===== src/rtl/axi_slave_read_channel.sv =====
// axi_slave_read_channel: single-burst AXI read slave (INCR only) over a
// one-cycle-latency word memory, with a 2-entry R FIFO and DECERR/SLVERR beats.
module axi_slave_read_channel #(
    parameter int ADDR_WIDTH = 32,
    parameter int DATA_WIDTH = 32,
    parameter int LEN_WIDTH  = 8,
    parameter int MEM_AW     = 10
) (
    input  logic                  clk,
    input  logic                  rst_n,
    input  logic                  ARVALID,
    output logic                  ARREADY,
    input  logic [ADDR_WIDTH-1:0] ARADDR,
    input  logic [LEN_WIDTH-1:0]  ARLEN,
    input  logic [2:0]            ARSIZE,
    input  logic [1:0]            ARBURST,
    output logic                  RVALID,
    input  logic                  RREADY,
    output logic [DATA_WIDTH-1:0] RDATA,
    output logic [1:0]            RRESP,
    output logic                  RLAST,
    output logic                  mem_ren,
    output logic [MEM_AW-1:0]     mem_raddr,
    input  logic [DATA_WIDTH-1:0] mem_rdata
);
    typedef enum logic {IDLE, BURST} state_t;
    state_t state, state_nx;
    logic [ADDR_WIDTH-3:0] base;
    logic [LEN_WIDTH-1:0]  len;
    logic [2:0]            size;
    logic [1:0]            burst;
    logic [LEN_WIDTH:0]    issue_cnt, pop_cnt;
    logic                  pend_v, pend_last;
    logic [1:0]            pend_resp;
    logic [DATA_WIDTH-1:0] f_data [2];
    logic [1:0]            f_resp [2];
    logic                  f_last [2];
    logic                  wr_ptr, rd_ptr;
    logic [1:0]            count;
    logic [ADDR_WIDTH-3:0] beat_wa;
    logic [2:0]            occ;
    logic [1:0]            resp_nx;
    logic                  issue, pop, done, slverr, decerr, unused_addr_bits;
    assign unused_addr_bits = ^ARADDR[1:0];
    // Word-address arithmetic is equivalent to the byte sum since ARADDR[1:0] never carries.
    assign beat_wa  = base + (ADDR_WIDTH-2)'(issue_cnt);
    assign slverr   = size != 3'b010 || burst != 2'b01;
    assign decerr   = |beat_wa[ADDR_WIDTH-3:MEM_AW];
    assign resp_nx  = slverr ? 2'b10 : decerr ? 2'b11 : 2'b00;
    assign RVALID   = count != 2'd0;
    assign pop      = RVALID && RREADY;
    assign done     = pop && pop_cnt == {1'b0, len};
    assign occ      = 3'(count) + 3'(pend_v) - 3'(pop);
    assign issue    = state == BURST && issue_cnt <= {1'b0, len} && occ < 3'd2;
    assign ARREADY  = state == IDLE;
    assign mem_ren  = issue && resp_nx == 2'b00;
    assign mem_raddr = mem_ren ? beat_wa[MEM_AW-1:0] : '0;
    assign RDATA    = RVALID ? f_data[rd_ptr] : '0;
    assign RRESP    = RVALID ? f_resp[rd_ptr] : 2'b00;
    assign RLAST    = RVALID && f_last[rd_ptr];
    always_comb begin
        state_nx = state;
        state_nx = state == IDLE ? (ARVALID ? BURST : IDLE) : (done ? IDLE : BURST);
    end
    always_ff @(posedge clk) begin
        if (!rst_n) begin
            state     <= IDLE;
            base      <= '0;
            len       <= '0;
            size      <= '0;
            burst     <= '0;
            issue_cnt <= '0;
            pop_cnt   <= '0;
            pend_v    <= 1'b0;
            pend_resp <= 2'b00;
            pend_last <= 1'b0;
            count     <= 2'd0;
            wr_ptr    <= 1'b0;
            rd_ptr    <= 1'b0;
        end else begin
            state <= state_nx;
            if (ARVALID && ARREADY) begin
                base      <= ARADDR[ADDR_WIDTH-1:2];
                len       <= ARLEN;
                size      <= ARSIZE;
                burst     <= ARBURST;
                issue_cnt <= '0;
                pop_cnt   <= '0;
            end else begin
                if (issue) issue_cnt <= issue_cnt + 1'b1;
                if (pop) pop_cnt <= pop_cnt + 1'b1;
            end
            // Error beats ride the same one-cycle stage as memory reads.
            pend_v    <= issue;
            pend_resp <= resp_nx;
            pend_last <= issue_cnt == {1'b0, len};
            if (pend_v) wr_ptr <= ~wr_ptr;
            if (pop) rd_ptr <= ~rd_ptr;
            count <= count + 2'(pend_v) - 2'(pop);
        end
    end
    always_ff @(posedge clk) begin
        if (pend_v) begin
            f_data[wr_ptr] <= pend_resp == 2'b00 ? mem_rdata : '0;
            f_resp[wr_ptr] <= pend_resp;
            f_last[wr_ptr] <= pend_last;
        end
    end
endmodule

===== config.mk =====
export PLATFORM = sky130hd
export DESIGN_NAME = axi_slave_read_channel
export DESIGN_NICKNAME = d
export VERILOG_FILES = /design/src/rtl/axi_slave_read_channel.sv
export SDC_FILE = /design/constraint.sdc
export NUM_CORES = 1
export LEC_CHECK = 0
export ABC_AREA = 1
export ABC_CLOCK_PERIOD_IN_PS = 8400
export BUFFER_PORTS_ARGS = -buffer_cell sky130_fd_sc_hd__buf_4
export CAP_MARGIN = 5
export CORE_ASPECT_RATIO = 1.25
export CORE_MARGIN = 2
export CORE_UTILIZATION = 51
export DETAILED_ROUTE_END_ITERATION = 12
export GPL_TIMING_DRIVEN = 0
export HOLD_SLACK_MARGIN = 0.02
export PLACE_DENSITY_LB_ADDON = 0.12
export SLEW_MARGIN = 5
export SYNTH_ARGS = -nofsm -noshare
export SYNTH_HDL_FRONTEND = slang
export SYNTH_SLANG_ARGS = --single-unit

===== constraint.sdc =====
create_clock -name clk -period 8.4 [get_ports clk]
set_input_delay 0.84 -clock clk [delete_from_list [all_inputs] [get_ports clk]]
set_output_delay 0.84 -clock clk [all_outputs]
set_load 0.005 [all_outputs]

# --- Word level (Yosys, flattened, before mapping) ---
# Memory sizes are Yosys's and may differ from the RTL's. A register that Yosys moved wholly into a read port is not among the register bits.
# Index checks and enable logic that the tools add are counted.
# Widths: inputs -> output; s select.
totals:
  register_bits: 70
  ramBits: 70
  output_inout_bits: 48
  memories: 3
mem_list:
  columns: ["memory", "words", "word_bits", "read_ports", "rd_clocked_by_memory_dff", "wr", "line", "source"]
  rows:
  - ["f_data", 2, 32, 1, 1, 1, "35", "logic [DATA_WIDTH-1:0] f_data [2];"]
  - ["f_resp", 2, 2, 1, 1, 1, "36", "logic [1:0] f_resp [2];"]
  - ["f_last", 2, 1, 1, 1, 1, "37", "logic f_last [2];"]
classes:
  n_addsub: 7
  n_lt_le_gt_ge: 2
  eq_ne: 4
  n_mux: 17
  n_bitwise: 4
  reduce_logical: 13
ops:
  columns: ["operator", "count"]
  rows:
  - ["$mux 32", 2]
  - ["$add 30x9->30", 1]
  - ["$reduce_or 20->1", 1]
  - ["$add 9x1->9 const B", 2]
  - ["$eq 9x8->1", 2]
  - ["$mux 1", 11]
  - ["$mux 10", 1]
  - ["$le 9x8->1", 1]
  - ["$logic_and 1x1->1", 7]
  - ["$mux 2", 3]
  - ["$logic_not 2->1", 2]
  - ["$not 1->1", 4]
  - ["$add 2x1->3", 1]
  - ["$lt 3x2->1 const B", 1]
  - ["$ne 3x2->1 const B", 1]
  - ["$sub 3x1->3", 1]
  - ["$add 2x1->2", 1]
  - ["$ne 2x1->1 const B", 1]
  - ["$reduce_bool 2->1", 1]
  - ["$reduce_or 2->1", 1]
  - ["$sub 2x1->2", 1]
  - ["$logic_or 1x1->1", 1]

# --- Logic depth before layout (Yosys ltp) ---
logic_depth:
  word_depth: 7
  mapped_depth: 17
  ltp_nobuf: 17

# --- Least setup slack after synthesis ---
# No wires, ideal clock.
synth_path:
  path_type: "input -> output"
  start: "input RREADY"
  end: "output mem_raddr[3]"
  t_arrival_ns: 2.983
  t_required_ns: 7.560
  setup_slack_ns: 4.577
  cell_stages: 12
  n_path_buf: 1
  path_cell_list: "nand2_1 > clkinv_1 > ha_1 > inv_1 > ha_1 > inv_1 > fa_1 > o21ai_0 > a211oi_1 > nand2_1 > clkbuf_1 > nor3_2"
synth_via:
  elab_chain_len: 6
synth_rtl:
  columns: ["element", "line", "source"]
  rows:
  - ["start, declared", "18", "input logic RREADY,"]
  - ["$logic_and 1x1->1", "51", "assign pop = RVALID && RREADY;"]
  - ["via pop", "43", "logic issue, pop, done, slverr, decerr, unused_addr_bits;"]
  - ["$sub 3x1->3", "53", "assign occ = 3'(count) + 3'(pend_v) - 3'(pop);"]
  - ["$lt 3x2->1", "54", "assign issue = state == BURST && issue_cnt <= {1'b0, len} && occ < 3'd2;"]
  - ["$logic_and 1x1->1", "54", null]
  - ["$logic_and 1x1->1", "56", "assign mem_ren = issue && resp_nx == 2'b00;"]
  - ["$mux 10", "57", "assign mem_raddr = mem_ren ? beat_wa[MEM_AW-1:0] : '0;"]
  - ["end, declared", "23", "output logic [MEM_AW-1:0] mem_raddr,"]
# The timed path passes the listed nets, and every way through them passes these cells.

# --- Worst setup path after layout ---
layout_path:
  start: "register count[1]"
  end: "output mem_raddr[9]"
layout_via:
  elab_chain_len: 7
layout_rtl:
  columns: ["element", "line", "source"]
  rows:
  - ["start, declared", "39", "logic [1:0] count;"]
  - ["start signal, assigned", "99", "count <= count + 2'(pend_v) - 2'(pop);"]
  - ["$reduce_bool 2->1", "50", "assign RVALID = count != 2'd0;"]
  - ["$logic_and 1x1->1", "51", null]
  - ["via pop", "43", null]
  - ["$sub 3x1->3", "53", null]
  - ["$lt 3x2->1", "54", null]
  - ["$logic_and 1x1->1", "54", null]
  - ["$logic_and 1x1->1", "56", null]
  - ["$mux 10", "57", null]
# The timed path passes the listed nets, and every way through them passes these cells.

==> results.md <==
* Clock-pin slew on the worst setup and hold paths at approximately 0.060 ns
* Final setup viols at 0
* Element type at the critical path end: output pin
* Number of global-route vias before repair at roughly 6300
* First-pass GRT wire length at between 30000 and 40000 um
* Core outline area at approximately 14000 sq um
* Crit path required time at ~7.6 ns
* Syn Nets at ~1000
* Cells after Synth at 940
* WL/cell at ~15 um
* Hold WC Path Type: flip-flop to flip-flop
* Total global-route track usage at between 20 and 25%
* Layout Skew at about 0.014 ns
* # DRC at 0
* Vias per inst at just over 5
* Seq/Total Area, Yosys at roughly 48%
* Setup Crit Path Kind: flip-flop to output pin
* DP Worst Slack at between 3 and 4 ns
* DP Wirelength at approximately 14000 um
* Detailed-route via count at between 6000 and 7000
* Net count, final at approximately 1200
* Status: completed
* Largest net degree at the start of global routing at 37
* Most frequent cells after synthesis: 235 x nand2_1, 119 x inv_1, 111 x nor2_1
* CTS H-Tree Depth at 4
* Fin. Hold Viols at 0
* Share of cells above drive strength 1 at 17.6%
* Async set-reset flop share out of synthesis at 0%
* Clock buffer count from CTS at 17
* Share of the synthesized area in the top cell type at between 20% and 30%
* Setup TNS Final at 0 ns
* Post-CTS Hold Buffers at 0
* Pre-antenna DRT Iters at 5
* Fin crit period at 4.94 ns
* Final period utilization at between 50% and 60%
* Type of origin of the critical path: flip-flop
* Synth top area cells: edfxtp_1 29%, dfxtp_1 19%, nand2_1 12%
* Layout area overhead at 24.3%
* CTS Root Cell: clkbuf_16
* Final Max Slew Viols at 0
* TritonCTS Sinks at 141
* CP Max Fanout at 10
* # Post-CTS Setup Buffers at 0
* Post-synth cell types at 39
* Setup repair after global routing missed its margin: no
* Total global routing overflow at 0
* Yosys reg bits at around 140
* Ant diodes at 0
* WL final at 18800 um
* Max cap viols at 0
* Max Root-Sink Buffers at 2
* Top cell type by total area after synthesis: edfxtp_1
* Fmax at just over 200 MHz
* Row count at 48
* Initial DRC count at 343
* CTS tree: done
* Post-synth EDFFs at 70
* Clock Latency Late Sink at ~0.42 ns
* Die W at 111 um
* Detail Route Antenna Nets at 0
* CP arrival at 4.10 ns
* Peak supply drop at between 100 and 150 uV
* CTS resizes at 0
* PortBufs at approximately 130
* Starting Density at 52.5%
* Tightest Pin Transition at ~0.79 ns
* Pleak at 0.00405 uW
* Die Y at 138 um
* RePlAce Congestion at 0.969
* Ys Warns at 0
* PwrDens at approximately 230 nW/um^2
* Setup slack after layout at 3.46 ns
* Synth Area per Inst at approximately 8 sq um
* Slew HR at a little under half
* Initial antenna violation count at 0
* Most used DFF post-synth: dfxtp_1
* Mapped cell area at between 7000 and 8000 sq um
* Most frequent cell after synthesis: nand2_1
* # IOs at between 100 and 150
* Die area at between 15000 and 20000 sq um
## where the power goes
group / switching, uW / total (uW) / internal (uW)
Clock: 316 / 733 / 417
Combinational: 298 / 499 / 201
Sequential: 37.9 / 827 / 789
## per-stage QoR
stage | power (uW) | instances | hold WS [ns] | area (sq um) | utilization [%]
after CTS | 2070 | 1274 | 0.430 | 9090 | 65.3
after global routing | 2160 | 1274 | 0.441 | 9090 | 65.3
after detailed placement | 1340 | 1242 | 0.416 | 8520 | 61.1
final | 2060 | 1274 | 0.429 | 9090 | 65.3
after floorplan | 1110 | 940 | 0.404 | 7320 | -
after global placement | 1330 | 1241 | 0.406 | 8480 | 60.9
## cells by family (layout without fill, tap and decap cells)
family                   Yosys count  in the layout  share of synthesized area [%]
XOR/XNOR                          15             15                           1.80
buffers and inverters            155            314                           8.05
AO/OA/AOI/OAI                    146            146                           10.4
adder cells (fa/ha/maj)           23             23                           4.14
AND/OR/NAND/NOR                  460            460                           27.5
flip-flops                       141            141                           48.2
## cell type report
type                            count  area (sq um)
Fill cell                        1287          4840
Sequential cell                   141          3520
Multi-Input combinational cell    644          3210
Timing Repair Buffer              127           973
Inverter                          123           462
Clock buffer                       17           425
Tap cell                          175           219
Clock inverter                     15           150
Buffer                             32           128
## per-layer routing
layer  GRT usage, %  wire length [um]  vias to the layer above  part of all wire [%]
met5              0                 0                        -                     0
met4           10.2               546                        0                   2.9
met3           4.33               888                       35                   4.7
met2           47.6              9850                      183                    52
met1           27.8              7490                     2946                    40
li1               -                 -                     3346                     -
## worst max-delay path: stages, from the launching register on
cell and delay (ns):
dfxtp_1 0.34, nor2_1 0.49, inv_1 0.12, nand2_1 0.19, clkinv_1 0.24, ha_1 0.33, inv_1 0.05, ha_1 0.12
inv_1 0.04, fa_1 0.49, o21ai_0 0.08, a211oi_1 0.25, nand2_1 0.12, clkbuf_1 0.26, nor3_1 0.39, buf_4 0.18
## registers in the layout (all words and copies together), names as in the netlist, 2 cells and up, named ones only
| name | cells |
|---|---|
| pend_resp | 2 |
| f_resp | 4 |
| size | 3 |
| burst | 2 |
| f_last | 2 |
| f_data | 64 |
| count | 2 |
| pop_cnt | 9 |
| len | 8 |
| issue_cnt | 9 |
| base | 30 |
## placed cells by master, fill, tap and decap left out, drive strengths merged, types with 21 or more instances in the layout
master	synthesis	routed
a21oi	82	82
buf	1	128
clkbuf	31	48
dfxtp	71	71
edfxtp	70	70
ha	21	21
inv	121	129
nand2	237	237
nand3	51	51
nor2	124	124
o21ai	53	53
## path summary, 6_finish.rpt
| path | slack [ns] | to | start | cells past startpoint |
|---|---|---|---|---|
| hold / removal | 0.43 | f_last[1]$_DFFE_PP_ | pend_last$_SDFF_PN0_ | 0 |
| setup reg to reg | 4.61 | issue_cnt[3]$_SDFFE_PP0P_ | count[1]$_SDFF_PN0_ | 14 |
| setup / recovery | 3.46 | mem_raddr[9] | count[1]$_SDFF_PN0_ | 15 |
| hold reg to reg | 0.43 | f_last[1]$_DFFE_PP_ | pend_last$_SDFF_PN0_ | 0 |
No activity file was read; power rests on OpenSTA's default activity.
